## src/rtl/seu_counter_arbiter_pkg.sv

```systemverilog
// seu_counter_arbiter_pkg: shared readout FSM state type and index-width helper
package seu_counter_arbiter_pkg;

    typedef enum logic [1:0] {IDLE, ACK, WAIT} rd_state_e;

    // Index width for n items, never below 1 bit.
    function automatic int clog2(input int n);
        int r;
        r = 1;
        while ((1 << r) < n) r++;
        return r;
    endfunction

endpackage

```

## src/rtl/rr_arbiter.sv

```systemverilog
// rr_arbiter: combinational round-robin grant, searching upward from ptr_i
// Ports: pend_i pending vector, ptr_i search start index, grant_o one-hot grant (all zero when idle)
module rr_arbiter import seu_counter_arbiter_pkg::*; #(
    parameter int N = 4
) (
    input  logic [N-1:0]          pend_i,
    input  logic [clog2(N)-1:0]   ptr_i,
    output logic [N-1:0]          grant_o
);

    logic found;

    always_comb begin
        grant_o = '0;
        found = 1'b0;
        for (int k = 0; k < N; k++) begin
            if (!found && pend_i[(int'(ptr_i) + k) % N]) begin
                grant_o[(int'(ptr_i) + k) % N] = 1'b1;
                found = 1'b1;
            end
        end
    end

endmodule

```

## src/rtl/seu_counter_arbiter.sv

```systemverilog
// seu_counter_arbiter: per-source SEU event counters fed through a round-robin arbiter, with a four-phase readout port
// Ports: clk, rstn (async active-low); tmrError per-source error strobes; seuCountRst soft clear;
//        rdReq/rdSel/rdClr readout request, index and clear-on-read; rdAck/rdData readout response;
//        seuCount saturating total; lostEvent sticky per-source dropped-event flags
module seu_counter_arbiter import seu_counter_arbiter_pkg::*; #(
    parameter int NSRC        = 4,
    parameter int SEUCNTWIDTH = 8
) (
    input  logic                     clk,
    input  logic                     rstn,
    input  logic [NSRC-1:0]          tmrError,
    input  logic                     seuCountRst,
    input  logic                     rdReq,
    input  logic [clog2(NSRC)-1:0]   rdSel,
    input  logic                     rdClr,
    output logic                     rdAck,
    output logic [SEUCNTWIDTH-1:0]   rdData,
    output logic [SEUCNTWIDTH-1:0]   seuCount,
    output logic [NSRC-1:0]          lostEvent
);

    localparam int IW = clog2(NSRC);
    localparam logic [SEUCNTWIDTH-1:0] CMAX = '1;

    rd_state_e              st_q, st_d;
    logic [NSRC-1:0]        pend_q, pend_d, lost_q, lost_d, grant;
    logic [IW-1:0]          ptr_q, ptr_d, gidx;
    logic [SEUCNTWIDTH-1:0] cnt_q [NSRC];
    logic [SEUCNTWIDTH-1:0] cnt_d [NSRC];
    logic [SEUCNTWIDTH-1:0] tot_q, tot_d, data_q, data_d, sel_val;
    logic                   rd_start;

    rr_arbiter #(.N(NSRC)) u_arb (
        .pend_i  (pend_q),
        .ptr_i   (ptr_q),
        .grant_o (grant)
    );

    // Out-of-range rdSel matches no source, so the snapshot reads as zero.
    always_comb begin
        gidx = '0;
        sel_val = '0;
        for (int i = 0; i < NSRC; i++) begin
            if (grant[i]) gidx = IW'(i);
            if (int'(rdSel) == i) sel_val = cnt_q[i];
        end
    end

    always_comb begin
        rd_start = (st_q == IDLE) && rdReq;
        st_d = rd_start ? ACK : (st_q == ACK) ? WAIT : (st_q == WAIT && !rdReq) ? IDLE : st_q;
        data_d = rd_start ? sel_val : data_q;
    end

    // A strobe on the grant edge re-arms pending; only an ungranted repeat is lost.
    always_comb begin
        pend_d = (pend_q & ~grant) | tmrError;
        lost_d = lost_q | (tmrError & pend_q & ~grant);
        ptr_d = (|grant) ? ((int'(gidx) == NSRC - 1) ? '0 : gidx + 1'b1) : ptr_q;
        tot_d = (|grant && tot_q != CMAX) ? tot_q + 1'b1 : tot_q;
        for (int i = 0; i < NSRC; i++) begin
            cnt_d[i] = (grant[i] && cnt_q[i] != CMAX) ? cnt_q[i] + 1'b1 : cnt_q[i];
            // Clear-on-read keeps an event granted on the same edge.
            if (rd_start && rdClr && int'(rdSel) == i) cnt_d[i] = SEUCNTWIDTH'(grant[i]);
        end
        if (seuCountRst) begin
            pend_d = '0;
            lost_d = '0;
            ptr_d = '0;
            tot_d = '0;
            for (int i = 0; i < NSRC; i++) cnt_d[i] = '0;
        end
    end

    always_ff @(posedge clk or negedge rstn) begin
        if (!rstn) begin
            st_q <= IDLE;
            pend_q <= '0;
            lost_q <= '0;
            ptr_q <= '0;
            tot_q <= '0;
            data_q <= '0;
            for (int i = 0; i < NSRC; i++) cnt_q[i] <= '0;
        end else begin
            st_q <= st_d;
            pend_q <= pend_d;
            lost_q <= lost_d;
            ptr_q <= ptr_d;
            tot_q <= tot_d;
            data_q <= data_d;
            for (int i = 0; i < NSRC; i++) cnt_q[i] <= cnt_d[i];
        end
    end

    assign rdAck = (st_q == ACK);
    assign rdData = data_q;
    assign seuCount = tot_q;
    assign lostEvent = lost_q;

endmodule

```

## config.mk

```make
export PLATFORM = sky130hd
export DESIGN_NAME = seu_counter_arbiter
export DESIGN_NICKNAME = d
export VERILOG_FILES = /design/src/rtl/seu_counter_arbiter_pkg.sv /design/src/rtl/rr_arbiter.sv /design/src/rtl/seu_counter_arbiter.sv
export SDC_FILE = /design/constraint.sdc
export NUM_CORES = 1
export LEC_CHECK = 0
export BUFFER_PORTS_ARGS = -buffer_cell sky130_fd_sc_hd__buf_2
export CAP_MARGIN = 20
export CORE_MARGIN = 5
export CORE_UTILIZATION = 30
export CTS_CLUSTER_SIZE = 20
export DETAILED_ROUTE_END_ITERATION = 10
export GPL_TIMING_DRIVEN = 0
export HOLD_SLACK_MARGIN = 0.08
export RECOVER_POWER = 100
export SYNTH_ARGS = -nofsm -noshare
export SYNTH_HDL_FRONTEND = slang
export SYNTH_SLANG_ARGS = --single-unit
```

## constraint.sdc

```tcl
create_clock -name clk -period 4.5 [get_ports clk]
set_clock_uncertainty 0.15 [all_clocks]
set_input_delay 1.125 -clock clk [delete_from_list [all_inputs] [get_ports clk]]
set_output_delay 1.125 -clock clk [all_outputs]
set_load 0.005 [all_outputs]
```

Word level (Yosys, flattened, before mapping)
Cells that the tools add are included.

operators by class
  add/subtract/negate cells = 9
  $lt $le $gt $ge = 8
  eq/ne operators = 11
  mux-type cells = 52
  bitwise logic cells = 12
  reductions and logical operators = 36

operator list
  kind                 number
  $mux 8               14
  $add 8x1->8 const B  5
  $ne 8x8->1 const B   5
  $mux 32              1
  $mux 4               6
  $or 4x4->4           5
  $logic_and 1x1->1    19
  $mux 2               8
  $mux 1               15
  $reduce_bool 3->1    5
  $and 4x4->4          3
  $lt 3x4->1 const B   3
  $ge 3x1->1 const B   3
  $bmux 1 s2           4
  $demux 1 s2          4
  $eq 2x1->1 const B   3
  $eq 2x2->1 const B   3
  $reduce_or 2->1      3
  $add 2x1->2 const B  2
  $add 2x2->2 const B  2
  $logic_not 1->1      4
  $logic_not 2->1      2
  $not 4->4            1
  $reduce_bool 2->1    2
  4 further kinds      6

word-level totals
  flip-flop bits (word level) = 60
  input port bits = 11
  output and inout port bits = 21
  logic and storage cells = 138

Logic depth before layout (Yosys ltp)
  depth after elaboration = 21
  mapped depth = 10

Cells and area by module
From an unflattened synthesis, not the netlist that was laid out.

unflattened totals
  cell total of the unflattened synthesis = 337
  area total of the unflattened synthesis = 3,478.3 um^2

modules (own cells, without submodules)
  module               times used  cells each  area each (um^2)  sequential area each (um^2)
  seu_counter_arbiter  1           301         3,140.5           1,501.4
  rr_arbiter           1           36          337.8             0.0

Worst setup path before layout
Ideal clock, no wire load.

  path kind = register to register
  start point = reg ptr_q[1]
  end point = reg tot_q[4] (netlist: seuCount[4])
  library setup time = 0.127 ns
  data arrival time = 3.104 ns
  slack = 1.118 ns
  cell stages (with the launch flop) = 11
  path buffers = 1
  cells stage by stage = dfrtp_1 clkbuf_1 inv_1 ha_1 mux4_2 nor2b_1 a311o_1 and2_4 a41oi_4 nand4_1 mux2_1

on the way
  cells in the longest elaborated chain, start to end = 16
  elaborated cells on any way between the ends = 59

RTL lines
  item                                                                   line                                RTL
  start: declaration                                                     seu_counter_arbiter.sv:27           logic [IW-1:0] ptr_q, ptr_d, gidx;
  start signal: assignment                                               seu_counter_arbiter.sv:88           ptr_q <= ptr_d;
  $add 2x1->2                                                            rr_arbiter.sv:17, rr_arbiter.sv:18
  $reduce_or 2->1 (no source line)                                       --
  $and 1x1->1 (no source line)                                           --
  $lt 3x4->1 (not written as such) / $ge 3x1->1 (equally long branches)  rr_arbiter.sv:18                    grant_o[(int'(ptr_i) + k) % N] = 1'b1;
  $logic_and 1x1->1 (not written as such)                                rr_arbiter.sv:18
  $mux 1 (not written as such)                                           rr_arbiter.sv:18
  $demux 1 s2                                                            --
  $or 4x4->4 (no source line)                                            --
  $mux 4                                                                 rr_arbiter.sv:17                    if (!found && pend_i[(int'(ptr_i) + k) % N]) begin
  $or 4x4->4 (no source line)                                            --
  $mux 4                                                                 rr_arbiter.sv:17
  $or 4x4->4 (no source line)                                            --
  $mux 4 (*)                                                             rr_arbiter.sv:17
  $reduce_or 4->1 (*)                                                    seu_counter_arbiter.sv:60           tot_d = (|grant && tot_q != CMAX) ? tot_q + 1'b1 : tot_q;
  $logic_and 1x1->1 (*)                                                  seu_counter_arbiter.sv:60
  $reduce_bool 2->1 (no source line) (*)                                 --
  end signal: assignment                                                 seu_counter_arbiter.sv:89           tot_q <= tot_d;
  end: declaration                                                       seu_counter_arbiter.sv:30           logic [SEUCNTWIDTH-1:0] tot_q, tot_d, data_q, data_d, sel_val;

Mark *: on every way between the ends. The rest lies on a longest branch, timed or not. The select of a mux whose other input is x is not followed.
A chain may end at the register's enable or synchronous reset.

Worst setup path after layout
  start point = reg ptr_q[1]
  end point = reg tot_q[5] (netlist: seuCount[5])

The elaborated chain is that of the path after synthesis.

==> reports/qor.yml <==
synthesis:
  synth_xor_area_frac: 0.0627
  yosysMostFrequentCell: "dfrtp_1"
  yosysWarningCount: 0
  synth_nets: 357
  synth_top_area_share: 0.430
  yosysTopAreaCell: "dfrtp_1"
  synth_top_family_by_area: "simple AND/OR/NAND/NOR gates"
  synth-main-ff-cell: "dfrtp_1"
  synthAdderAreaFrac: 0.0394
  synth-edff-count: 0
  avgSynthCellArea_sq_um: 10.4
  ys_seq_area_frac: 0.430
  synthSimpleGateAreaFrac: 0.206
  synth_area_sq_um: 3490
  muxShareOfSynthArea: 0.148
  synth_cell_type_count: 44
  synth_compound_area_frac: 0.0821
  syn_inst: 335
  synthArstFlopShare: 1.00
  synth_seq_cells: 60
  synthTopCellsByArea: "dfrtp_1 43%, mux4_2 7.7%, nor2_1 4.8%"
  synthTopCellsByCount: "60 x dfrtp_1, 45 x nor2_1, 17 x xnor2_1, 15 x a21oi_1, 15 x nand2_1"
sta:
  max_freq_mhz: 260
  slew_viol_final: 37
  fin_tns_setup_ns: 0
  relSlewSlack: -0.289
  tightestPinTransition_ns: 1.93
  rsz0062_at_grt: "no"
  final.period_utilization: 0.854
  hold_viol: 0
  period_minus_slack_ns: 3.84
  setup_viol: 0
setup_path:
  path_buf_inv: 2
  cp_slowest_cell: "mux4_2"
  required_ns: 4.56
  crit_type: "flip-flop to flip-flop"
  crit_chain: "clkbuf_1, inv_1, ha_1, mux4_2, nor3b_2, a22oi_1, and2_0, a41oi_4, nand4_1, mux2_1"
  arrival_ns: 3.91
  critPathTopFamily: "multiplexers"
  start_kind: "flip-flop"
  cp-end-kind: "flip-flop"
  crit_fanout: 10
  crit_path_max_incr_delay_ns: 0.63
floorplanning:
  ioPinCount: 32
  dieArea_sq_um: 13900
  dieHeight_microns: 118
  initial_core_util: 0.306
  coreArea_sq_um: 11400
  rows: 39
  die_w_microns: 118
layout:
  stdcell_area_sq_um: 4080
  n_fill_cell: 1181
  antennaDiodeCount: 0
  final_nets: 400
  area_growth_pct: 16.8
  drive_gt1_frac: 0.172
  final_util: 0.357
global_routing:
  grt_antenna_before_repair: 0
  grt_pass1_vias: 2660
  gr-total-overflow: 0
  grt_use_total: 0.117
  grt_pass1_wl_microns: 13400
  grt_start_max_net_pins: 37
clocking:
  clock_latency_ns: 0.33
  postCtsSetupBuffers: 0
  root_buffer: "clkbuf_16"
  cts_buffers: 9
  cts_resized: 0
  holdBufCountCts: 0
  cts_tree: "built"
  cts_buffer_depth: 2
  cts.htree.levels: 3
  numClockSinks: 60
  clkSlewWorstSetupHoldPaths_ns: 0.05
run_status:
  status: "complete, but fails checks"
  violations: "capacitance limit, slew limit"
pwr:
  power_density_nw_per_um2: 516
  ir_worst_vdd_v: 0.000359
  power_leakage_nw: 1.78
  finalPower_mw: 2.10
route:
  post_drt_wl_per_cell_microns: 15.0
  routed_via_density: 5.03
  first_iter_violations: 143
  finalWirelength_microns: 7890
  dr.pass1.iters: 4
  route.detailed.drc: 0
  antenna_left: 0
  vias: 2648
place:
  io_buffers: 31
  place.gp.congestion: 0.886
  hpwl_microns: 5960
  placed_cell_area_sq_um: 3840
min_path:
  hp-class: "flip-flop to flip-flop"
flow_run:
  drv_cap: 1
-- area by class of cell --
cell class	count	area [sq um]	area share
Multi-Input combinational cell	250	1860	0.457
Clock inverter	6	55.1	0.0135
Sequential cell	60	1500	0.368
Tap cell	143	179	0.0439
Clock buffer	10	229	0.0562
Inverter	13	48.8	0.0120
Buffer	12	60.1	0.0147
Timing Repair Buffer	32	141	0.0347
-- registers in the layout (all words and copies together) (netlist names) --
name       flops
st_q           2
cnt_q         32
lostEvent      4
ptr_q          2
rdData         8
pend_q         4
seuCount       8
-- cells by family (layout without fill, tap and decap cells) --
family	after synthesis	count (layout)
AOI/OAI and AO/OA	41	41
xor gates and xnor gates	25	25
DFF	60	60
buffers and inverters	25	73
adders and majority gates	11	11
and+or+nand+nor	138	138
muxes	35	35
-- placed cells by master (no fill, tap or decap), drive strengths merged, types with 2 or more instances in the layout --
master	instances
a211oi	4
a21o	3
a21oi	16
a31oi	4
and2	4
and3	11
buf	19
clkbuf	35
clkinv	5
dfrtp	60
ha	11
inv	13
mux2	14
mux2i	9
mux4	12
nand2	15
nand2b	2
nand3	9
nand4	13
nor2	47
nor2b	9
nor3	11
nor3b	4
o21ai	7
o2bb2ai	3
or2	5
or3	6
xnor2	17
xor2	8
-- metrics by stage --
stage / hold slack [ns] / std cells / setup slack (ns)
5_1_grt: 0.363 / 526 / 0.240
6_report: 0.348 / 526 / 0.655
4_1_cts: 0.352 / 526 / 0.717
3_5_place_dp: 0.338 / 510 / 0.699
2_1_floorplan: 0.315 / 335 / 1.12
3_3_place_gp: 0.329 / 509 / 0.815
-- power by group --
part	total (mW)	leakage, nW	switching (mW)	internal [mW]
Combinational	0.752	0.813	0.433	0.319
Sequential	0.688	0.819	0.0800	0.608
Clock	0.663	0.146	0.240	0.423
-- worst reg2reg max path: stages (launching register included) --
cell and delay, ns:
dfrtp_1 0.41, clkbuf_1 0.31, inv_1 0.11, ha_1 0.38, mux4_2 0.63, nor3b_2 0.37
a22oi_1 0.16, and2_0 0.29, a41oi_4 0.42, nand4_1 0.17, mux2_1 0.33
-- final timing paths --
path	slack (ns)	start	end	depth (start not counted)
max	0.66	ptr_q[1]	seuCount[5]	10
min	0.35	rdData[4]	rdData[4]	1
max reg2reg	0.66	ptr_q[1]	seuCount[5]	10
min reg2reg	0.35	rdData[4]	rdData[4]	1
max in group asynchronous	0.96	rstn	cnt_q[25]	2
min in group asynchronous	1.18	rstn	seuCount[4]	1
-- layer usage --
metal / GRT usage / wire, microns / up-vias
met3: 0.0370 / 400 / 9
li1: - / - / 1270
met4: 0.0323 / 75 / 0
met5: 0 / 0 / -
met2: 0.180 / 3680 / 50
met1: 0.160 / 3730 / 1319
Power figures use the tool's default switching activity.
